===== src/rtl/muldiv_pkg.sv =====
// Shared op codes, FSM encoding and FIX-stage control flags for the multi-cycle mul/div unit.
package muldiv_pkg;

   localparam logic [2:0] OP_MULT  = 3'b000;
   localparam logic [2:0] OP_MULTU = 3'b001;
   localparam logic [2:0] OP_DIV   = 3'b010;
   localparam logic [2:0] OP_DIVU  = 3'b011;
   localparam logic [2:0] OP_MTHI  = 3'b100;
   localparam logic [2:0] OP_MTLO  = 3'b101;

   localparam logic [1:0] ST_IDLE = 2'd0;
   localparam logic [1:0] ST_CALC = 2'd1;
   localparam logic [1:0] ST_FIX  = 2'd2;

   typedef struct packed {
      logic is_div;
      logic neg_res;
      logic neg_rem;
      logic div_zero;
   } fix_ctrl_t;

   function automatic logic op_is_signed(input logic [2:0] op);
      return (op == OP_MULT) || (op == OP_DIV);
   endfunction

endpackage


===== src/rtl/muldiv_signfix.sv =====
// Turns the unsigned magnitude result into the final HI/LO values (sign fix-up, divide-by-zero override).
module muldiv_signfix
   import muldiv_pkg::*;
#(
   parameter int unsigned WIDTH = 32
) (
   input  fix_ctrl_t          ctrl,
   input  logic [2*WIDTH-1:0] acc,
   input  logic [WIDTH-1:0]   rem,
   input  logic [WIDTH-1:0]   a_raw,
   output logic [WIDTH-1:0]   hi_c,
   output logic [WIDTH-1:0]   lo_c
);

   logic [2*WIDTH-1:0] prod;

   always_comb begin
      prod = ctrl.neg_res ? -acc : acc;
      hi_c = prod[2*WIDTH-1:WIDTH];
      lo_c = prod[WIDTH-1:0];
      if (ctrl.is_div) begin
         if (ctrl.div_zero) begin
            hi_c = a_raw;
            lo_c = '1;
         end else begin
            lo_c = ctrl.neg_res ? -acc[WIDTH-1:0] : acc[WIDTH-1:0];
            hi_c = ctrl.neg_rem ? -rem : rem;
         end
      end
   end

endmodule


===== src/rtl/muldiv_unit.sv =====
// Multi-cycle MULT/MULTU/DIV/DIVU unit with HI/LO registers: shift-add multiply, restoring divide, one bit per cycle.
module muldiv_unit
   import muldiv_pkg::*;
#(
   parameter int unsigned WIDTH = 32
) (
   input  logic             clk,
   input  logic             rst,
   input  logic             start,
   input  logic [2:0]       op,
   input  logic [WIDTH-1:0] a,
   input  logic [WIDTH-1:0] b,
   input  logic             flush,
   output logic             busy,
   output logic             done,
   output logic [WIDTH-1:0] hi,
   output logic [WIDTH-1:0] lo
);

   localparam int unsigned CW = $clog2(WIDTH) + 1;

   logic [1:0]         state, state_nx;
   logic [CW-1:0]      cnt;
   logic [2*WIDTH-1:0] acc;
   logic [WIDTH-1:0]   rem;
   logic [WIDTH-1:0]   opnd;
   logic [WIDTH-1:0]   a_raw;
   fix_ctrl_t          ctrl;

   logic               sgn, accept, last;
   logic [WIDTH-1:0]   a_mag, b_mag, fix_hi, fix_lo;
   logic [WIDTH:0]     msum, shifted, diff;

   // Operand magnitudes and one iteration of multiply/divide.
   always_comb begin
      sgn     = op_is_signed(op);
      a_mag   = (sgn && a[WIDTH-1]) ? -a : a;
      b_mag   = (sgn && b[WIDTH-1]) ? -b : b;
      accept  = start && !flush && (state == ST_IDLE) && !op[2];
      last    = (cnt == CW'(WIDTH - 1));
      msum    = {1'b0, acc[2*WIDTH-1:WIDTH]} + (acc[0] ? {1'b0, opnd} : '0);
      shifted = {rem, acc[WIDTH-1]};
      diff    = shifted - {1'b0, opnd};
   end

   // Next-state logic.
   always_comb begin
      state_nx = state;
      case (state)
         ST_IDLE: if (accept) state_nx = ST_CALC;
         ST_CALC: begin
            if (flush)     state_nx = ST_IDLE;
            else if (last) state_nx = ST_FIX;
         end
         ST_FIX:  state_nx = ST_IDLE;
         default: state_nx = ST_IDLE;
      endcase
   end

   always_ff @(posedge clk) begin
      if (rst) state <= ST_IDLE;
      else     state <= state_nx;
   end

   muldiv_signfix #(.WIDTH(WIDTH)) u_signfix (
      .ctrl  (ctrl),
      .acc   (acc),
      .rem   (rem),
      .a_raw (a_raw),
      .hi_c  (fix_hi),
      .lo_c  (fix_lo)
   );

   // Datapath and registered outputs.
   always_ff @(posedge clk) begin
      if (rst) begin
         cnt   <= '0;
         busy  <= 1'b0;
         done  <= 1'b0;
         hi    <= '0;
         lo    <= '0;
         acc   <= '0;
         rem   <= '0;
         opnd  <= '0;
         a_raw <= '0;
         ctrl  <= '0;
      end else begin
         busy <= (state_nx != ST_IDLE);
         done <= (state == ST_FIX) && !flush;
         if ((state == ST_IDLE) && start && !flush) begin
            if (op == OP_MTHI) hi <= a;
            if (op == OP_MTLO) lo <= a;
         end
         if (accept) begin
            cnt           <= '0;
            a_raw         <= a;
            opnd          <= op[1] ? b_mag : a_mag;
            acc           <= {{WIDTH{1'b0}}, (op[1] ? a_mag : b_mag)};
            rem           <= '0;
            ctrl.is_div   <= op[1];
            ctrl.neg_res  <= sgn && (a[WIDTH-1] ^ b[WIDTH-1]);
            ctrl.neg_rem  <= sgn && a[WIDTH-1];
            ctrl.div_zero <= op[1] && (b == '0);
         end else if (state == ST_CALC) begin
            cnt <= cnt + CW'(1);
            if (ctrl.is_div) begin
               // diff MSB clear means the trial subtraction did not go negative
               if (!diff[WIDTH]) begin
                  rem            <= diff[WIDTH-1:0];
                  acc[WIDTH-1:0] <= {acc[WIDTH-2:0], 1'b1};
               end else begin
                  rem            <= shifted[WIDTH-1:0];
                  acc[WIDTH-1:0] <= {acc[WIDTH-2:0], 1'b0};
               end
            end else begin
               acc <= {msum, acc[WIDTH-1:1]};
            end
         end else if ((state == ST_FIX) && !flush) begin
            hi <= fix_hi;
            lo <= fix_lo;
         end
      end
   end

endmodule


===== config.mk =====
export PLATFORM = sky130hd
export DESIGN_NAME = muldiv_unit
export DESIGN_NICKNAME = d
export VERILOG_FILES = /design/src/rtl/muldiv_pkg.sv /design/src/rtl/muldiv_signfix.sv /design/src/rtl/muldiv_unit.sv
export SDC_FILE = /design/constraint.sdc
export NUM_CORES = 1
export LEC_CHECK = 0
export BUFFER_PORTS_ARGS = -buffer_cell sky130_fd_sc_hd__buf_2
export CORE_ASPECT_RATIO = 0.6
export CORE_MARGIN = 2
export CORE_UTILIZATION = 40
export CTS_CLUSTER_DIAMETER = 80
export DETAILED_ROUTE_END_ITERATION = 6
export PLACE_DENSITY_LB_ADDON = 0.12
export SYNTH_ARGS = -nofsm -noshare
export SYNTH_HDL_FRONTEND = slang
export SYNTH_HIERARCHICAL = 1
export SYNTH_SLANG_ARGS = --single-unit
export TNS_END_PERCENT = 10

===== constraint.sdc =====
create_clock -name clk -period 9.9 [get_ports clk]
set_input_delay 1.98 -clock clk [delete_from_list [all_inputs] [get_ports clk]]
set_output_delay 1.98 -clock clk [all_outputs]
set_load 0.02 [all_outputs]

==> results of run 1 <==
-- cells by family (layout without fill, tap and decap cells) --
logic type               count (synthesis)  count (layout)  synth area share (%)
flip-flops                             238             238                 26.04
XOR/XNOR                               184             184                 8.850
adder cells (fa/ha/maj)                 71              71                 4.938
buffers and inverters                  234             289                 4.979
multiplexers                           136             136                 7.469
AND/OR/NAND/NOR                        894             894                 23.13
AO/OA/AOI/OAI                          736             736                 24.59
-- worst paths after layout --
kind                    to  cells past startpoint
hold reg to reg   a_raw[8]                      2
hold / removal    a_raw[8]                      2
setup reg to reg    acc[0]                     13
setup / recovery    acc[0]                     13
-- final cells by class --
| cell class | instances | area, sq um | share of cell area, % |
|---|---|---|---|
| inverter | 71 | 266.5 | 1.310 |
| clock buffer | 35 | 765.7 | 3.763 |
| tap | 589 | 737.0 | 3.621 |
| multi-input combinational | 2021 | 12680 | 62.29 |
| timing repair buffer | 169 | 930.9 | 4.575 |
| clock inverter | 14 | 203.9 | 1.002 |
| sequential | 238 | 4770 | 23.44 |
-- cells in the mapped netlist (11+ instances only) --
master / number
nand2_1: 396
a21oi_1: 238
dfxtp_1: 238
o21ai_0: 202
nor2_1: 152
clkbuf_1: 136
mux2i_1: 132
xor2_1: 100
xnor2_1: 83
inv_1: 70
ha_1: 69
nor3_1: 64
o211ai_1: 62
nand3_1: 53
and2_1: 39
o31ai_1: 37
nor4_1: 31
a211oi_1: 27
or3_1: 26
a21o_1: 25
o41ai_1: 23
nand2b_1: 21
a31oi_1: 20
nand4_1: 19
or2_2: 19
or4_1: 19
o22ai_1: 17
buf_1: 14
nor2b_1: 12
o21bai_1: 11
-- flip-flops by register name (all words and copies together) (netlist names) --
name	count
a_raw	32
acc	64
busy	1
cnt	6
ctrl	4
done	1
hi	32
lo	32
opnd	32
rem	32
state	2
-- routing by layer --
layer	wire, um	track usage (%)	part of all wire, %	up-vias
met4	1504	5.557	2.1	0
met3	6685	6.209	9.2	87
met5	0	0	0	-
met2	28080	40.99	39	823
li1	-	-	-	9019
met1	36240	46.45	50	9155
-- metrics by stage --
stage / worst slack [ns] / hold WS [ns] / instances
after floorplan: 5.594 / 0.4321 / 2493
after global placement: 5.069 / 0.4405 / 3088
after detailed placement: 5.012 / 0.4470 / 3088
after CTS: 5.419 / 0.4556 / 3137
after global routing: 5.255 / 0.4718 / 3137
final: 5.392 / 0.4500 / 3137
-- worst max-delay path, stage by stage, from the launching register on --
cell and delay, ns:
dfxtp_1 0.61, inv_1 0.15, ha_1 0.27, fa_1 0.42, nand2b_1 0.19, a21oi_1 0.20
o211ai_1 0.27, o2111a_1 0.45, o31a_1 0.38, and2_1 0.24, xnor2_4 0.13, buf_4 0.44
a31oi_1 0.15, a2111oi_0 0.41
-- power by group through the flow --
stage               Sequential, mW  Clock, mW  Combinational, mW
finish                        1.02       1.13              0.559
detailed placement            1.04          0              0.542
global route                  1.02       1.18              0.599
floorplan                     1.03          0              0.354
CTS                           1.02       1.14              0.544
global placement              1.04          0              0.538
==> impl_metrics.json, run 1 <==
{
  "status": "completed",
  "reg2reg_setup_slack_ns": 5.39,
  "ys_seq_area_share_pct": 26.04,
  "num_vias": 19084,
  "cp_data_required_time_ns": 10.33,
  "min_from": "a_raw[8]",
  "synth-async-reset-ratio_pct": 0,
  "cts_hold_buf": 0,
  "slew_violations": 0,
  "finish.utilization_pct": 45.25,
  "finalSetupViolations": 0,
  "final_common_cell": "nand2_1",
  "synth_edf_count": 0,
  "relSlewSlack_pct": 20.88,
  "groute.usage.overall_pct": 29.70,
  "routed_wl_mm": 72.51,
  "switching_share_pct": 31.83,
  "drt_pass1_iterations": 5,
  "path_max_fanout": 32,
  "clkLatencyLatePin_ns": 0.57,
  "fp.dieH_um": 169.7,
  "drc_errors": 0,
  "internal_power_mw": 1.843,
  "fin_area_sq_um": 20350,
  "ctsHtreeMaxLevel": 1,
  "fin_crit_ns": 4.508,
  "finalSetupTns_ns": 0,
  "grt_overflow_total": 0,
  "p_leak_nw": 8.275,
  "cts_max_path_buffers": 3,
  "ant_nets": 0,
  "cts_root_buf": "clkbuf_16",
  "ios": 137,
  "drv_cap": 0,
  "comb_power_share_pct": 20.7,
  "grt_pass1_vias": 17158,
  "grt_antenna_before_repair": 0,
  "drive_above_1_share_pct": 10.83,
  "critPathKind": "flop to flop",
  "wl_per_cell_um": 23.12,
  "cts_resized": 0,
  "dpl_cell_area_sq_um": 19380,
  "power.share.clock_pct": 41.8,
  "tightest_slew_ns": 1.187,
  "cp-start-kind": "flop",
  "cp-startpoint": "acc[31]",
  "die-area_sq_um": 47520,
  "yosysUniqueCellTypes": 84,
  "power.switching_mw": 0.8605,
  "p_seq_share_pct": 37.6,
  "ys_warn_count": 6,
  "diodes": 0,
  "fp.coreArea_sq_um": 44970,
  "fin_crit_sh_pct": 45.54,
  "yosys-top-cells-area": "dfxtp_1 26%, nand2_1 8.1%, mux2i_1 7.2%",
  "power_mw": 2.704,
  "pwr_density_cell_nw_per_um2": 132.9,
  "via_per_inst": 6.084,
  "rsz0062_at_grt": "false",
  "netlist_instances": 2493,
  "mostFrequentLayoutCells": "395 x nand2_1, 238 x a21oi_1, 236 x dfxtp_1",
  "synth_fp_nets": 2635,
  "synth_top_area_share_pct": 26.04,
  "skew_ns": 0.01711,
  "post_cts_buffers": 0,
  "layout.nets": 2670,
  "drtIter0Drc": 2179,
  "port_buffers": 136,
  "cts_buffers": 27,
  "grt_pass1_wl_mm": 108.1,
  "max-vdd-ir-drop_mv": 0.1403,
  "area_growth_pct": 11.24,
  "end_kind": "flop",
  "max_freq_mhz": 221.8,
  "clk_pin_slew_worst_paths_ns": 0.06,
  "synth_area_sq_um": 18290,
  "die_width_um": 280.1,
  "synth_area_leader_cell": "dfxtp_1",
  "place_hpwl_mm": 54.74,
  "r2r-start": "acc[31]",
  "avgSynthCellArea_sq_um": 7.338,
  "cp_data_arrival_time_ns": 4.94,
  "initial_utilization_pct": 40.68,
  "rows": 60,
  "hold_path_class": "flop to flop",
  "fillCellCount": 4653,
  "synth.ff_latch_count": 238,
  "grt_max_degree": 87,
  "clock-sinks": 238,
  "hold_viol": 0,
  "place_congestion": 0.9566,
  "cts_tree": "built",
  "synth_ff_type": "dfxtp_1"
}
Power figures use the tool's default switching activity.
==> inputs of run 2 (changes only) <==
==> constraint.sdc (replaced) <==
create_clock -name clk -period 3.8 [get_ports clk]
set_input_delay 0.76 -clock clk [delete_from_list [all_inputs] [get_ports clk]]
set_output_delay 0.76 -clock clk [all_outputs]
set_load 0.02 [all_outputs]
==> run 2 against run 1 <==
  * Worst hold slack lost 0.037 ns
  * Count of clock-buffer cells in the layout rose by 8
  * Critical path depth decreased by 1
  * Clock power rose by 150%
  * Routed wire length up 4.9%
  * Clock skew up 0.0086 ns
  * Cell count increased by 1.9%
  * Highest routed layer is now met5
==> impl_metrics.json, run 2 (same netlist as run 1, synthesis figures left out) <==
{
  "cp.depth": 12,
  "comb_power_share_pct": 22.0,
  "place_hpwl_mm": 57.12,
  "cp_data_arrival_time_ns": 4.13,
  "drc_errors": 0,
  "drtIter0Drc": 2200,
  "rows": 60,
  "fin_crit_sh_pct": 97.26,
  "via_per_inst": 6.123,
  "relSlewSlack_pct": 20.92,
  "grt_max_degree": 86,
  "hold_path_depth": 2,
  "critPathMaxStageDelay_ns": 0.67,
  "cp-start-kind": "flop",
  "top_register": "acc",
  "ant_nets": 0,
  "fp.coreArea_sq_um": 44970,
  "diodes": 0,
  "p_leak_nw": 8.549,
  "skew_ns": 0.02566,
  "instances_no_fill": 3198,
  "initial_utilization_pct": 40.68,
  "max-vdd-ir-drop_mv": 0.3360,
  "finalSetupViolations": 0,
  "status": "completed",
  "cp_slowest_cell": "o21ai_0",
  "met3_usage_pct": 7.104,
  "grt_pass1_wl_mm": 113.1,
  "hold_path_class": "input port to flop",
  "fp.dieH_um": 169.7,
  "end_kind": "flop",
  "slew_violations": 0,
  "cts_tree": "built",
  "area_growth_pct": 13.55,
  "die_width_um": 280.1,
  "internal_power_mw": 4.705,
  "mostFrequentLayoutCells": "395 x nand2_1, 238 x a21oi_1, 236 x dfxtp_1",
  "ctsHtreeMaxLevel": 1,
  "place_congestion": 0.9815,
  "ff2ff_path_depth": 12,
  "switching_share_pct": 32.73,
  "finalSetupTns_ns": 0,
  "num_vias": 19581,
  "cts_root_buf": "clkbuf_16",
  "groute.usage.overall_pct": 31.02,
  "fin_crit_ns": 3.696,
  "cts_max_path_buffers": 3,
  "grt_busiest_layer": "met1",
  "dp.cells": 3145,
  "grt_overflow_total": 0,
  "final_common_cell": "nand2_1",
  "wl_per_cell_um": 23.79,
  "grt_pass1_vias": 17817,
  "cp_cell_sequence": "buf_4 -> inv_1 -> ha_1 -> or3b_2 -> nor4_1 -> buf_4 -> nand4_1 -> o21ai_0 -> xor2_1 -> mux2i_1 -> nand2_1 -> o21ai_0",
  "ios": 137,
  "drive_above_1_share_pct": 12.69,
  "pwr_density_cell_nw_per_um2": 336.7,
  "max_freq_mhz": 270.6,
  "rsz0062_at_grt": "false",
  "cts_buffers": 28,
  "clock-sinks": 238,
  "clk_pin_slew_worst_paths_ns": 0.06,
  "path_max_fanout": 9,
  "largest_reg_flops": 64,
  "critPathKind": "flop to flop",
  "drt_pass1_iterations": 6,
  "grt_antenna_before_repair": 1,
  "port_buffers": 136,
  "gr-usage-met1_pct": 47.63,
  "power.switching_mw": 2.290,
  "reg2reg_setup_slack_ns": 0.10,
  "routed_wl_mm": 76.08,
  "drv_cap": 0,
  "power.share.clock_pct": 40.1,
  "die-area_sq_um": 47520,
  "p_seq_share_pct": 37.8,
  "clkLatencyLatePin_ns": 0.59,
  "hold_viol": 0,
  "cp_data_required_time_ns": 4.24,
  "crit_buf_inv": 3,
  "path_delay_family": "simple AND/OR/NAND/NOR gates",
  "met2_usage_pct": 42.79,
  "tightest_slew_ns": 1.186,
  "layout.nets": 2730
}
==> run 2: cell count changes in the layout (fill, tap and decap cells not counted), sizes merged <==
cell,previous run,this run
clkinv,7,6
buf,169,228
clkbuf,35,43
inv,71,70
bufinv,5,1
==> run 2: final timing paths <==
kind | from | end
max | acc[0] | hi[4]
min reg2reg | a_raw[21] | a_raw[21]
min | flush | state[1]
max reg2reg | acc[0] | hi[4]
==> run 2: per-layer routing <==
metal / share of wire, % / vias up
met1: 49 / 9414
met3: 10 / 93
met5: 0.017 / -
li1: - / 9156
met4: 2.4 / 2
met2: 39 / 916
==> run 2: power groups by stage <==
stage	Clock, mW	Combinational [mW]	Sequential, mW
after floorplan	0	0.923	2.67
after global placement	0	1.46	2.70
after detailed placement	0	1.47	2.70
after CTS	2.82	1.47	2.64
after global routing	2.93	1.64	2.65
final	2.81	1.54	2.65
==> run 2: cell type report <==
type,instances,area (sq um)
fillers,4499,24200
multi-input cells,2021,12670
flip-flops and latches,238,4770
repair buffers,228,1411
clock buffers,43,848.3
well taps,589,737.0
inverters,71,266.5
clock inverters,8,70.07
==> run 2: repair_timing <==
item                                    4_1_cts  5_1_grt
hold buffers                                  0        0
buffers inserted                              0        2
endpoints found under the setup margin        0       19
gates resized for setup                       0        1
==> run 2: through the flow <==
stage          util, %  power (mW)  cell area, sq um  setup slack, ns  hold WS [ns]
4_1_cts          46.13       6.939             20740           0.1297        0.3976
3_5_place_dp     44.09       4.167             19830           0.1723        0.4470
2_1_floorplan        -       3.595             18290           0.5487        0.4321
5_1_grt          46.19       7.224             20770         0.004115        0.4275
3_3_place_gp     44.09       4.163             19830           0.2259        0.4395
6_report         46.19       6.995             20770           0.1041        0.4126
==> run 2: worst register-to-register path, stage by stage, from the launching register on <==
cell	delay, ns
dfxtp_1	0.40
buf_4	0.20
inv_1	0.08
ha_1	0.17
or3b_2	0.53
nor4_1	0.27
buf_4	0.25
nand4_1	0.37
o21ai_0	0.67
xor2_1	0.33
mux2i_1	0.11
nand2_1	0.07
o21ai_0	0.08
